--- src/rtl/rbz_spi_seq.sv ---
// rbz_spi_seq: arbitrates vector/register frame requests onto one shared SPI mode-0 shift engine.
// Optional RBZ_SEQ_VBLANK_GATE_EN makes vector requests eligible only during vertical blanking.
`timescale 1ns/1ps
module rbz_spi_seq #(
  parameter int CLK_DIV    = 2,
  parameter int VEC_BITS   = 96,
  parameter int REG_BITS   = 28,
  parameter int GAP_CYCLES = 4
) (
  input  logic                i_clk,
  input  logic                i_reset,
  input  logic                i_vec_req,
  input  logic [VEC_BITS-1:0] i_vec_data,
  output logic                o_vec_ack,
  input  logic                i_reg_req,
  input  logic [REG_BITS-1:0] i_reg_data,
  output logic                o_reg_ack,
  input  logic                i_vblank,
  output logic                o_vec_csb,
  output logic                o_vec_sclk,
  output logic                o_vec_mosi,
  output logic                o_reg_csb,
  output logic                o_reg_sclk,
  output logic                o_reg_mosi,
  output logic                o_busy
);
  localparam int W  = (VEC_BITS > REG_BITS) ? VEC_BITS : REG_BITS;
  localparam int CW = $clog2(W + 1);
  localparam int DW = $clog2(CLK_DIV) + 1;
  localparam int GW = $clog2(GAP_CYCLES) + 1;
  typedef enum logic [1:0] {IDLE, LOAD, SHIFT, GAP} state_t;
  state_t state, state_n;
  logic sel, last_reg, sclk, vec_ok, grant_reg, any_req, div_end, last_bit, gap_end, act;
  logic [W-1:0] shreg;
  logic [CW-1:0] cnt;
  logic [DW-1:0] div;
  logic [GW-1:0] gcnt;
  always_comb begin
`ifdef RBZ_SEQ_VBLANK_GATE_EN
    vec_ok = i_vec_req & i_vblank;
`else
    vec_ok = i_vec_req & (i_vblank | 1'b1);
`endif
    any_req = vec_ok | i_reg_req;
    // on a tie the register port wins unless it was granted last
    grant_reg = i_reg_req & (!vec_ok | !last_reg);
    div_end = div == DW'(CLK_DIV - 1);
    last_bit = div_end & sclk & (cnt == CW'(1));
    gap_end = gcnt == GW'(GAP_CYCLES - 1);
    state_n = state;
    case (state)
      IDLE:    state_n = any_req ? LOAD : IDLE;
      LOAD:    state_n = SHIFT;
      SHIFT:   state_n = last_bit ? GAP : SHIFT;
      default: state_n = gap_end ? IDLE : GAP;
    endcase
  end
  always_ff @(posedge i_clk or posedge i_reset)
    if (i_reset) state <= IDLE;
    else state <= state_n;
  always_ff @(posedge i_clk or posedge i_reset) begin
    if (i_reset) begin
      sel <= 1'b0;
      last_reg <= 1'b0;
      shreg <= '0;
      cnt <= '0;
      div <= '0;
      sclk <= 1'b0;
      gcnt <= '0;
    end else begin
      case (state)
        IDLE: if (any_req) begin
          sel <= grant_reg;
          last_reg <= grant_reg;
        end
        LOAD: begin
          shreg <= sel ? W'(i_reg_data) << (W - REG_BITS) : W'(i_vec_data) << (W - VEC_BITS);
          cnt <= sel ? CW'(REG_BITS) : CW'(VEC_BITS);
          div <= '0;
          sclk <= 1'b0;
          gcnt <= '0;
        end
        SHIFT: begin
          div <= div_end ? '0 : div + DW'(1);
          if (div_end) sclk <= !sclk;
          if (div_end & sclk) begin
            shreg <= shreg << 1;
            cnt <= cnt - CW'(1);
          end
        end
        default: gcnt <= gcnt + GW'(1);
      endcase
    end
  end
  assign act = state == SHIFT;
  assign o_busy = state != IDLE;
  assign o_vec_ack = (state == LOAD) & !sel;
  assign o_reg_ack = (state == LOAD) & sel;
  assign o_vec_csb = !(act & !sel);
  assign o_vec_sclk = act & !sel & sclk;
  assign o_vec_mosi = act & !sel & shreg[W-1];
  assign o_reg_csb = !(act & sel);
  assign o_reg_sclk = act & sel & sclk;
  assign o_reg_mosi = act & sel & shreg[W-1];
endmodule
--- config.mk ---
export PLATFORM = sky130hd
export DESIGN_NAME = rbz_spi_seq
export DESIGN_NICKNAME = d
export VERILOG_FILES = /design/src/rtl/rbz_spi_seq.sv
export SDC_FILE = /design/constraint.sdc
export NUM_CORES = 1
export LEC_CHECK = 0
export CORE_MARGIN = 8
export CORE_UTILIZATION = 50
export DETAILED_ROUTE_END_ITERATION = 10
export PLACE_DENSITY_LB_ADDON = 0.2
export SYNTH_ARGS = -nofsm -noshare
export SYNTH_HDL_FRONTEND = slang
export SYNTH_SLANG_ARGS = --single-unit
--- constraint.sdc ---
create_clock -name i_clk -period 5 [get_ports i_clk]
set_clock_uncertainty 0.2 [all_clocks]
set_input_delay 1.25 -clock i_clk [delete_from_list [all_inputs] [get_ports i_clk]]
set_output_delay 1.25 -clock i_clk [all_outputs]
set_load 0.01 [all_outputs]
### Word level (Yosys, flattened, before mapping)

Index checks and enable logic that the tools add are counted.

| cells by class | value |
|---|---|
| divide/modulo/power cells | 0 |
| bitwise logic cells | 13 |
| shift-type cells | 0 |
| mux-type cells | 15 |
| reductions and logical operators | 12 |
| magnitude comparators | 0 |
| equality and inequality tests | 7 |
| add/subtract/negate cells | 3 |
| multiply operators | 0 |

Operators with widths:

| kind | number |
|---|---|
| 96-bit 2-to-1 mux | 2 |
| 96-bit one-hot mux with 2 select lines | 1 |
| 7-bit 2-to-1 mux | 2 |
| 7-bit one-hot mux with 2 select lines | 1 |
| 1-bit AND | 11 |
| 7-bit by 1-bit equality test with 1-bit output, second input constant | 1 |
| 7-bit by 1-bit subtractor with 7-bit output, second input constant | 1 |
| 2-bit one-hot mux with 3 select lines | 1 |
| 3-bit one-hot mux with 2 select lines | 1 |
| 2-bit AND reduction | 3 |
| 1-bit logical NOT | 5 |
| 2-bit by 1-bit equality test with 1-bit output, second input constant | 2 |
| 2-bit 2-to-1 mux | 2 |
| 2-bit one-hot mux with 2 select lines | 1 |
| 2-bit nonzero test | 2 |
| 3-bit by 1-bit adder with 3-bit output, second input constant | 1 |
| 3-bit by 2-bit equality test with 1-bit output, second input constant | 1 |
| 1-bit 2-to-1 mux | 3 |
| 2-bit by 1-bit adder with 2-bit output, second input constant | 1 |
| 2-bit equality test, second input constant | 1 |
| 2-bit logical NOT | 1 |
| 2-bit by 1-bit inequality test with 1-bit output, second input constant | 1 |
| 2-bit inequality test, second input constant | 1 |
| 1-bit OR | 2 |
| 2 further kinds | 2 |

| word-level totals | value |
|---|---|
| memories | 0 |
| latch bits | 0 |
| logic and storage cells | 57 |
| ROM bits | 0 |
| output and inout bits | 9 |
| bits of input ports | 129 |
| RAM bits | 0 |
| register bits | 112 |

### Depth between registers and ports, before layout

Gate-level depths: netlist of run 1.

| depth | value |
|---|---|
| depth after elaboration | 5 |
| depth in mapped cells | 10 |
| depth with buffers taken out | 6 |

### Worst setup path after synthesis of run 1

Ideal clock, no wire load.

| timing | value |
|---|---|
| path kind | register to output |
| start | register state[0] |
| end | output o_reg_mosi |
| data required time | 3.550 ns |
| arrival time | 1.534 ns |
| path buffers | 3 |
| stages on the path, launching flop included | 8 |
| setup slack | 2.016 ns |
| path through | dfrtp_1 inv_1 ha_1 buf_4 clkbuf_1 buf_2 nand2_1 nor2_1 |

| on the way | value |
|---|---|
| cells in the longest elaborated chain, start to end | 3 |

Ends and longest elaborated chain:

| element | RTL line | RTL |
|---|---|---|
| from (decl) | 32 | `state_t state, state_n;` |
| from (signal assigned) | 60 | `else state <= state_n;` |
| 2-bit equality test | 95 | `assign act = state == SHIFT;` |
| 1-bit AND (2 in a row) | 104 | `assign o_reg_mosi = act & sel & shreg[W-1];` |
| to (decl) | 24 | `output logic o_reg_mosi,` |

Every way passes these cells.

### Worst setup path after layout of run 1

| timing | value |
|---|---|
| start | register state[0] |
| end | output o_vec_sclk |

| on the way | value |
|---|---|
| cells in the longest elaborated chain, start to end | 3 |

Ends and longest elaborated chain:

| element | RTL line | RTL |
|---|---|---|
| 2-bit equality test | 95 |  |
| 1-bit AND (2 in a row) | 100 | `assign o_vec_sclk = act & !sel & sclk;` |
| to (decl) | 20 | `output logic o_vec_sclk,` |

Every way passes these cells.

==> impl_metrics.json, run 1 <==
{
  "cts_root_buf": "clkbuf_16",
  "end_kind": "primary output",
  "cts_tree": "done",
  "drive_above_1_share_pct": 12.3,
  "finalSetupViolations": 0,
  "syn_area_um2": 5830,
  "crit_path_top_delay_cell": "ha_4",
  "grt.total_usage_pct": 18.1,
  "nNetsFinal": 829,
  "synth.distinct_cells": 32,
  "p_per_area_nw_per_um2": 600,
  "finalCriticalPeriod_ps": 4010,
  "ctsResizeCount": 0,
  "multi_input_area_um2": 2720,
  "largest_reg_flops": 96,
  "postCtsSetupRepairBufs": 0,
  "fillers": 953,
  "cts_buffers": 9,
  "cp_data_arrival_time_ps": 2560,
  "ys_ff_latch": 112,
  "grt-ovfl-total": 0,
  "grt_pass1_vias": 4683,
  "routed_wirelength_um": 13600,
  "io_buffers": 136,
  "antenna_found_initial": 1,
  "ys_top_cells_by_area": "dfrtp_1, a221oi_2, nor2_1",
  "area_growth_pct": 27.8,
  "peakVddDrop_mv": 0.287,
  "crit_type": "flip-flop to primary output",
  "io_pins": 138,
  "cts.clk_slew.worst_paths_ps": 70,
  "cpPeakStageDelay_ps": 740,
  "grt_pass1_wl_um": 22700,
  "crit_start": "state[0]$_DFF_PP0_",
  "grt_start_max_net_pins": 82,
  "synth-seq-area-share_pct": 48.1,
  "wl_per_cell_um": 16.2,
  "period_share_pct": 80.2,
  "p_leak_uw": 0.00321,
  "relSlewSlack_pct": 22.4,
  "timing.hold.ws_ps": 283,
  "tns_ps": 0,
  "syn_nets": 725,
  "core_area_um2": 11400,
  "synth_top_area_cell": "dfrtp_1",
  "antennaDiodeCount": 0,
  "drc": 0,
  "place_hpwl_um": 9290,
  "gp_congestion": 0.764,
  "cts-htree-levels": 3,
  "drt_iter0_drc": 392,
  "setup_ws_ps": 990,
  "drtPass1Iterations": 5,
  "crit_chain": "inv_1 > ha_4 > nand2b_1 > nor2_1 > clkdlybuf4s50_1",
  "fp-row-count": 39,
  "postSynthCellCount": 588,
  "critPathMaxFanout": 81,
  "synth_top_area_share_pct": 48.1,
  "min_path_type": "flip-flop to flip-flop",
  "ys_warn_count": 0,
  "insertion_delay_ps": 340,
  "reg_top3": "shreg (96), cnt (7), gcnt (3)",
  "fp.dieH_um": 124,
  "via_per_inst": 5.56,
  "cp-start-kind": "flip-flop",
  "fmax_ghz": 0.249,
  "critPathRequiredTime_ps": 3550,
  "die_area_um2": 15400,
  "drv_cap": 0,
  "top_register": "shreg",
  "hold_viol": 0,
  "syn_avg_cell_area_um2": 9.92,
  "cts_num_sinks": 112,
  "pre_cts_ws_ps": 1340,
  "drv_slew": 0,
  "status": "finished, final reports clean",
  "clockBufferDepth": 2,
  "worst_slew_pin_slew_ps": 1160,
  "die_x_um": 124,
  "hp-start": "shreg[70]$_DFFE_PP0P_",
  "initial_utilization_pct": 51.1,
  "postCtsHoldBufs": 0,
  "num_vias": 4667,
  "antenna_left": 0,
  "rr_startpoint": "state[0]$_DFF_PP0_",
  "seqCellArea_um2": 2800,
  "rsz0062_at_grt": "false"
}
per-layer routing:
metal	wire [um]	track usage [%]
met3	694	3.99
met1	6000	24.0
met2	6770	29.6
met5	9	0
met4	129	4.24
metrics by stage:
stage / cells / power (uW) / utilization, % / area (um^2)
3_3_place_gp: 824 / 3690 / 62.8 / 7170
5_1_grt: 840 / 4840 / 65.3 / 7450
2_1_floorplan: 588 / 3340 / - / 5830
3_5_place_dp: 824 / 3810 / 62.8 / 7170
6_report: 840 / 4470 / 65.3 / 7450
4_1_cts: 840 / 4510 / 65.3 / 7450
worst paths after layout:
kind,end,depth (start not counted),slack [ps]
worst max-delay path,o_vec_sclk,5,990
worst min-delay path,shreg[70]$_DFFE_PP0P_,2,280
worst max register to register,shreg[86]$_DFFE_PP0P_,6,1770
worst min register to register,shreg[70]$_DFFE_PP0P_,2,280
max in group asynchronous,cnt[4]$_DFFE_PP0P_,3,2450
min in group asynchronous,shreg[49]$_DFFE_PP0P_,2,1280
area by class of cell:
cell class	instances	area share, %
clock buffers	11	3.26
clock inverters	5	0.537
inverters	13	0.688
multi-input cells	413	36.5
flip-flops and latches	112	37.6
well taps	143	2.40
repair buffers	143	19.0
cells in the final DEF, fill, tap and decap left out, types with 2 or more instances in the layout:
| cell type | Yosys | layout |
|---|---|---|
| o22a_1 | 3 | 3 |
| and2_1 | 3 | 2 |
| clkbuf_16 | 0 | 9 |
| a21oi_1 | 32 | 32 |
| o21a_1 | 2 | 2 |
| nand3_1 | 2 | 2 |
| dfrtp_1 | 112 | 111 |
| nand2_1 | 37 | 36 |
| a221oi_2 | 57 | 57 |
| buf_4 | 1 | 7 |
| o21ai_1 | 2 | 2 |
| inv_6 | 0 | 2 |
| clkdlybuf4s50_1 | 0 | 136 |
| a31oi_1 | 6 | 6 |
| ha_1 | 8 | 7 |
| mux2i_1 | 29 | 29 |
| nor2_1 | 168 | 168 |
| nor3_1 | 2 | 2 |
| a221oi_1 | 10 | 10 |
| o41ai_1 | 2 | 2 |
| o21ai_0 | 38 | 38 |
| clkinv_4 | 0 | 2 |
| inv_1 | 13 | 12 |
| a41oi_1 | 2 | 2 |
| nand2b_1 | 3 | 3 |
cells in the mapped netlist (all sizes together):
master  count
a21oi      32
inv        13
nand2      37
a221oi     67
or4         1
a41oi       2
nand4b      1
dfrtp     112
nand3b      1
a31oi       6
nor3b       1
o22a        3
nor3        2
nor2      169
nand2b      3
ha          8
o41ai       2
mux2i      29
buf        35
and2        3
o21a        2
o21ai      40
nor2b       1
clkbuf     15
o22ai       1
nand3       2
critical path: cells and delay by family (launching register included):
kind                     cells  cell delay (ps)
adder cells (fa/ha/maj)      1              740
buffers and inverters        2              700
flip-flops                   1              410
AND/OR/NAND/NOR              2              360
cells by family (layout without fill, tap and decap cells):
group	Yosys count	after routing	synth area share, %
and+or+nand+nor	221	221	15.2
AOI/OAI and AO/OA	155	155	24.4
DFF	112	112	48.1
buffers and inverters	63	172	5.62
muxes	29	29	4.98
adders and majority gates	8	8	1.72
power breakdown:
part / switching (uW) / internal (uW) / total (uW)
Clock: 332 / 357 / 690
Sequential: 366 / 1370 / 1740
Combinational: 1220 / 823 / 2040
Total: 1920 / 2550 / 4470
Power figures use the tool's default switching activity.
==> inputs of run 2 (changes only) <==
--- a/config.mk
+++ b/config.mk
@@ -6,7 +6,7 @@
 export NUM_CORES = 1
 export LEC_CHECK = 0
 export CORE_MARGIN = 8
-export CORE_UTILIZATION = 50
+export CORE_UTILIZATION = 45
 export DETAILED_ROUTE_END_ITERATION = 10
 export PLACE_DENSITY_LB_ADDON = 0.2
 export SYNTH_ARGS = -nofsm -noshare
==> constraint.sdc (replaced) <==
create_clock -name i_clk -period 3.54 [get_ports i_clk]
set_clock_uncertainty 0.2 [all_clocks]
set_input_delay 0.885 -clock i_clk [delete_from_list [all_inputs] [get_ports i_clk]]
set_output_delay 0.885 -clock i_clk [all_outputs]
set_load 0.01 [all_outputs]
==> run 2 against run 1 <==
Non-clock buffer count is 5 higher. Combinational power up 49%. Largest power group unchanged. Via count down 0.19%. Sequential cell count stayed put. Wire length grew 2.4%. Critical path depth stayed put. Global-route usage is 1.0 points lower. Utilization shrank 5.2 points. Hold slack worse by 1.7 ps. First-iteration DRC count decreased by 37%.
==> impl_metrics.json, run 2 (same netlist as run 1, synthesis figures left out) <==
{
  "status": "finished, final reports clean",
  "core_area_um2": 12600,
  "cts_num_sinks": 112,
  "totalPowerFinal_uw": 6380,
  "finalSetupViolations": 0,
  "routed_wirelength_um": 13900,
  "r2r-end": "shreg[90]$_DFFE_PP0P_",
  "grt_start_max_net_pins": 72,
  "min_path_type": "flip-flop to flip-flop",
  "end_kind": "primary output",
  "period_share_pct": 85.5,
  "rsz0062_at_grt": "false",
  "reg2regPathDepth": 6,
  "cts.clk_slew.worst_paths_ps": 70,
  "hold_viol": 0,
  "drive_above_1_share_pct": 12.6,
  "reg_top3": "shreg (96), cnt (7), gcnt (3)",
  "p_leak_uw": 0.00325,
  "hold-path-cell-count": 2,
  "drv_slew": 0,
  "rr_startpoint": "state[0]$_DFF_PP0_",
  "hp-start": "shreg[93]$_DFFE_PP0P_",
  "nNetsFinal": 834,
  "wl_per_cell_um": 16.0,
  "relSlewSlack_pct": 40.7,
  "hold_end": "shreg[93]$_DFFE_PP0P_",
  "initial_utilization_pct": 46.2,
  "antennaDiodeCount": 0,
  "postCtsHoldBufs": 0,
  "drt_iter0_drc": 246,
  "area_growth_pct": 30.0,
  "layout_commonest_cell": "nor2_1",
  "cp-start-kind": "flip-flop",
  "grt-ovfl-total": 0,
  "place_hpwl_um": 9860,
  "critPathMaxFanout": 15,
  "drtPass1Iterations": 4,
  "fp-row-count": 41,
  "peakVddDrop_mv": 0.472,
  "fmax_ghz": 0.330,
  "tns_ps": 0,
  "die_x_um": 130,
  "insertion_delay_ps": 350,
  "layout_common_cells": "nor2_1, clkdlybuf4s50_1, dfrtp_1, a221oi_2, o21ai_0",
  "drc": 0,
  "p_per_area_nw_per_um2": 841,
  "via_per_inst": 5.34,
  "clockBufferDepth": 2,
  "grt_pass1_vias": 4917,
  "die_area_um2": 16900,
  "gp_congestion": 0.751,
  "cts_root_buf": "clkbuf_16",
  "grt_pass1_wl_um": 23200,
  "postCtsSetupRepairBufs": 0,
  "regToRegSetupSlack_ps": 1120,
  "fp.dieH_um": 130,
  "io_pins": 138,
  "finalCriticalPeriod_ps": 3030,
  "grt.total_usage_pct": 17.1,
  "worst_slew_pin_slew_ps": 887,
  "antenna_left": 0,
  "cts-htree-levels": 3,
  "critPathRequiredTime_ps": 2450,
  "cts_tree": "done",
  "num_vias": 4658,
  "largest_reg_flops": 96,
  "io_buffers": 136,
  "cts_buffers": 9,
  "antenna_found_initial": 1,
  "cp_data_arrival_time_ps": 1940,
  "top_register": "shreg",
  "ctsResizeCount": 0,
  "drv_cap": 0,
  "crit_type": "flip-flop to primary output"
}
-- run 2: cell types whose count changed in the layout (fill, tap and decap cells not counted), sizes merged --
cell      change
buf           +5
clkbuf        +3
clkinv        -3
clkinvlp      +1
inv           -3
-- run 2: final cells by class --
type	instances	area, um^2
Inverter	13	52.6
Tap cell	172	215
Fill cell	1113	5040
Clock buffer	14	274
Sequential cell	112	2800
Multi-Input combinational cell	413	2720
Timing Repair Buffer	148	1510
-- run 2: through the flow --
step / hold WS, ps / std cells / utilization, % / setup slack [ps] / cell area, um^2
2_1_floorplan: 250 / 588 / - / 921 / 5830
3_3_place_gp: 262 / 858 / 57.9 / 924 / 7310
3_5_place_dp: 274 / 858 / 57.9 / 882 / 7310
4_1_cts: 289 / 872 / 60.1 / 494 / 7580
5_1_grt: 308 / 872 / 60.1 / 415 / 7580
6_report: 281 / 872 / 60.1 / 512 / 7580
-- run 2: worst max-delay path by stage --
stage,endpoint,depth (start not counted),slack (ps),from
after floorplan,o_reg_mosi,7,920,state[0]$_DFF_PP0_
after global placement,o_reg_sclk,5,920,state[0]$_DFF_PP0_
after detailed placement,o_vec_sclk,5,880,state[0]$_DFF_PP0_
after CTS,o_vec_sclk,5,490,state[0]$_DFF_PP0_
after global routing,o_reg_mosi,5,410,state[0]$_DFF_PP0_
final,o_vec_sclk,5,510,state[0]$_DFF_PP0_
-- run 2: per-layer routing --
metal / wire (um) / global-route usage, % / vias up
li1: - / - / 2291
met1: 6060 / 20.6 / 2249
met4: 147 / 4.37 / 2
met3: 717 / 5.06 / 14
met5: 13 / 0 / -
met2: 6990 / 29.3 / 102
-- run 2: critical path, cell delays in order, from the launching register on --
cell	delay, ps
dfrtp_1	400
inv_1	120
ha_4	280
nand2b_1	140
nor2_1	110
clkdlybuf4s50_1	540
-- run 2: where the power goes --
| group | switching [uW] | total [uW] | leakage (uW) | internal (uW) |
|---|---|---|---|---|
| clock network | 430 | 958 | 0.000135 | 528 |
| registers | 445 | 2390 | 0.00133 | 1940 |
| logic | 1810 | 3030 | 0.00179 | 1230 |
==> inputs of run 3 (changes only) <==
--- a/config.mk
+++ b/config.mk
@@ -6,7 +6,7 @@
 export NUM_CORES = 1
 export LEC_CHECK = 0
 export CORE_MARGIN = 8
-export CORE_UTILIZATION = 45
+export CORE_UTILIZATION = 50
 export DETAILED_ROUTE_END_ITERATION = 10
 export PLACE_DENSITY_LB_ADDON = 0.2
 export SYNTH_ARGS = -nofsm -noshare
==> constraint.sdc (replaced) <==
create_clock -name i_clk -period 2.8 [get_ports i_clk]
set_clock_uncertainty 0.2 [all_clocks]
set_input_delay 0.7 -clock i_clk [delete_from_list [all_inputs] [get_ports i_clk]]
set_output_delay 0.7 -clock i_clk [all_outputs]
set_load 0.01 [all_outputs]
==> run 3 against run 2 <==
Combinational power grew 27%. Wire length shrank 2.2%. Cell area shrank 0.15%. Global-route usage grew 1.1 points. Clock power grew 44%. Cell count shrank 3.3%. Via count grew 0.71%. Sequential share of layout area grew 0.055 points. Utilization grew 6.2 points. Clock-buffer cell count shrank 4. Worst setup slack lost 430 ps. Register-to-register slack lost 650 ps.
==> impl_metrics.json, run 3 (same netlist as run 1, synthesis figures left out) <==
{
  "grt.total_usage_pct": 18.1,
  "layout_common_cells": "nor2_1, clkdlybuf4s50_1, dfrtp_1, a221oi_2, o21ai_0",
  "drtPass1Iterations": 4,
  "fp.dieH_um": 124,
  "insertion_delay_ps": 340,
  "comb_power_share_pct": 46.6,
  "relSlewSlack_pct": 40.5,
  "initial_utilization_pct": 51.1,
  "pre_cts_ws_ps": 408,
  "place_hpwl_um": 9430,
  "grt_start_max_net_pins": 113,
  "regToRegSetupSlack_ps": 470,
  "finalSetupViolations": 0,
  "num_vias": 4691,
  "hold_viol": 0,
  "antennaDiodeCount": 0,
  "drt_iter0_drc": 357,
  "layout_commonest_cell": "nor2_1",
  "gp_congestion": 0.744,
  "p_per_area_nw_per_um2": 1090,
  "final_cells": 843,
  "p_clk_share_pct": 16.8,
  "rsz0062_at_grt": "false",
  "cts_num_sinks": 112,
  "top_register": "shreg",
  "io_pins": 138,
  "critPathMaxFanout": 7,
  "postCtsHoldBufs": 0,
  "p_sw_share_pct": 41.7,
  "end_kind": "primary output",
  "finalCriticalPeriod_ps": 2720,
  "p_seq_share_pct": 36.6,
  "status": "finished, final reports clean",
  "crit_type": "flip-flop to primary output",
  "cp_data_arrival_time_ps": 1820,
  "tns_ps": 0,
  "totalPowerFinal_uw": 8230,
  "routed_wirelength_um": 13600,
  "power.internal_uw": 4800,
  "largest_reg_flops": 96,
  "cts_buffers": 9,
  "nNetsFinal": 832,
  "worst_slew_pin_slew_ps": 892,
  "setup_ws_ps": 83.8,
  "peakVddDrop_mv": 0.865,
  "antenna_found_initial": 1,
  "dpl.cell_count": 827,
  "core_area_um2": 11400,
  "cts.clk_slew.worst_paths_ps": 70,
  "drv_slew": 0,
  "timing.hold.ws_ps": 287,
  "grt_pass1_vias": 4883,
  "fmax_ghz": 0.368,
  "reg_top3": "shreg (96), cnt (7), gcnt (3)",
  "grt_pass1_wl_um": 22800,
  "die_area_um2": 15400,
  "wl_per_cell_um": 16.2,
  "antenna_left": 0,
  "cts_tree": "done",
  "p_leak_uw": 0.00328,
  "period_share_pct": 97.0,
  "min_path_type": "flip-flop to flip-flop",
  "area_growth_pct": 29.8,
  "drive_above_1_share_pct": 13.0,
  "die_x_um": 124,
  "cts-htree-levels": 3,
  "power.switching_uw": 3430,
  "cts_root_buf": "clkbuf_16",
  "critPathRequiredTime_ps": 1900,
  "via_per_inst": 5.56,
  "cp-start-kind": "flip-flop",
  "drv_cap": 0,
  "clockBufferDepth": 2,
  "io_buffers": 136,
  "fp-row-count": 39,
  "grt-ovfl-total": 0,
  "drc": 0
}
## run 3: worst paths after layout
kind / startpoint / endpoint / cells past startpoint
worst min-delay path: shreg[76]$_DFFE_PP0P_ / shreg[76]$_DFFE_PP0P_ / 2
worst max-delay path: state[0]$_DFF_PP0_ / o_vec_sclk / 5
min in group asynchronous: i_reset / gcnt[1]$_DFFE_PP0N_ / 3
max in group asynchronous: i_reset / shreg[68]$_DFFE_PP0P_ / 3
worst max register to register: state[0]$_DFF_PP0_ / shreg[16]$_DFFE_PP0P_ / 7
worst min register to register: shreg[76]$_DFFE_PP0P_ / shreg[76]$_DFFE_PP0P_ / 2
## run 3: metrics by stage
stage / util, % / cell area [um^2]
global placement: 63.4 / 7240
floorplan: - / 5830
global route: 66.3 / 7570
CTS: 66.3 / 7570
detailed placement: 63.4 / 7240
finish: 66.3 / 7570
## run 3: what timing repair did
| action | CTS | global route |
|---|---|---|
| resized for setup | 0 | 2 |
| endpoints found under the setup margin | 0 | 3 |
| setup buffers | 0 | 0 |
## run 3: final cells by class
cell class                      instances  area [um^2]
Clock inverter                          6         82.6
Clock buffer                           10          239
Fill cell                             938         3850
Tap cell                              143          179
Multi-Input combinational cell        413         2730
Sequential cell                       112         2800
Inverter                               13         52.6
Timing Repair Buffer                  146         1490
## run 3: layer usage
metal / global-route usage [%] / routed length (um) / up-vias
li1: - / - / 2294
met1: 23.1 / 6040 / 2268
met3: 4.40 / 742 / 16
met4: 5.13 / 161 / 2
met2: 30.2 / 6670 / 111
met5: 0 / 10 / -
## run 3: worst max-delay path, cell delays in order (launching register included)
cell and delay (ps):
dfrtp_1 400, inv_1 120, ha_4 200, nand2b_1 100, nor2_1 100, clkdlybuf4s50_1 550
## run 3: power by group through the flow
| stage | Clock, uW | Combinational (uW) | Sequential, uW |
|---|---|---|---|
| global placement | 0 | 3700 | 2980 |
| finish | 1380 | 3840 | 3010 |
| floorplan | 0 | 3090 | 2880 |
| global route | 1460 | 4320 | 3120 |
| detailed placement | 0 | 3860 | 3040 |
| CTS | 1400 | 3870 | 3010 |
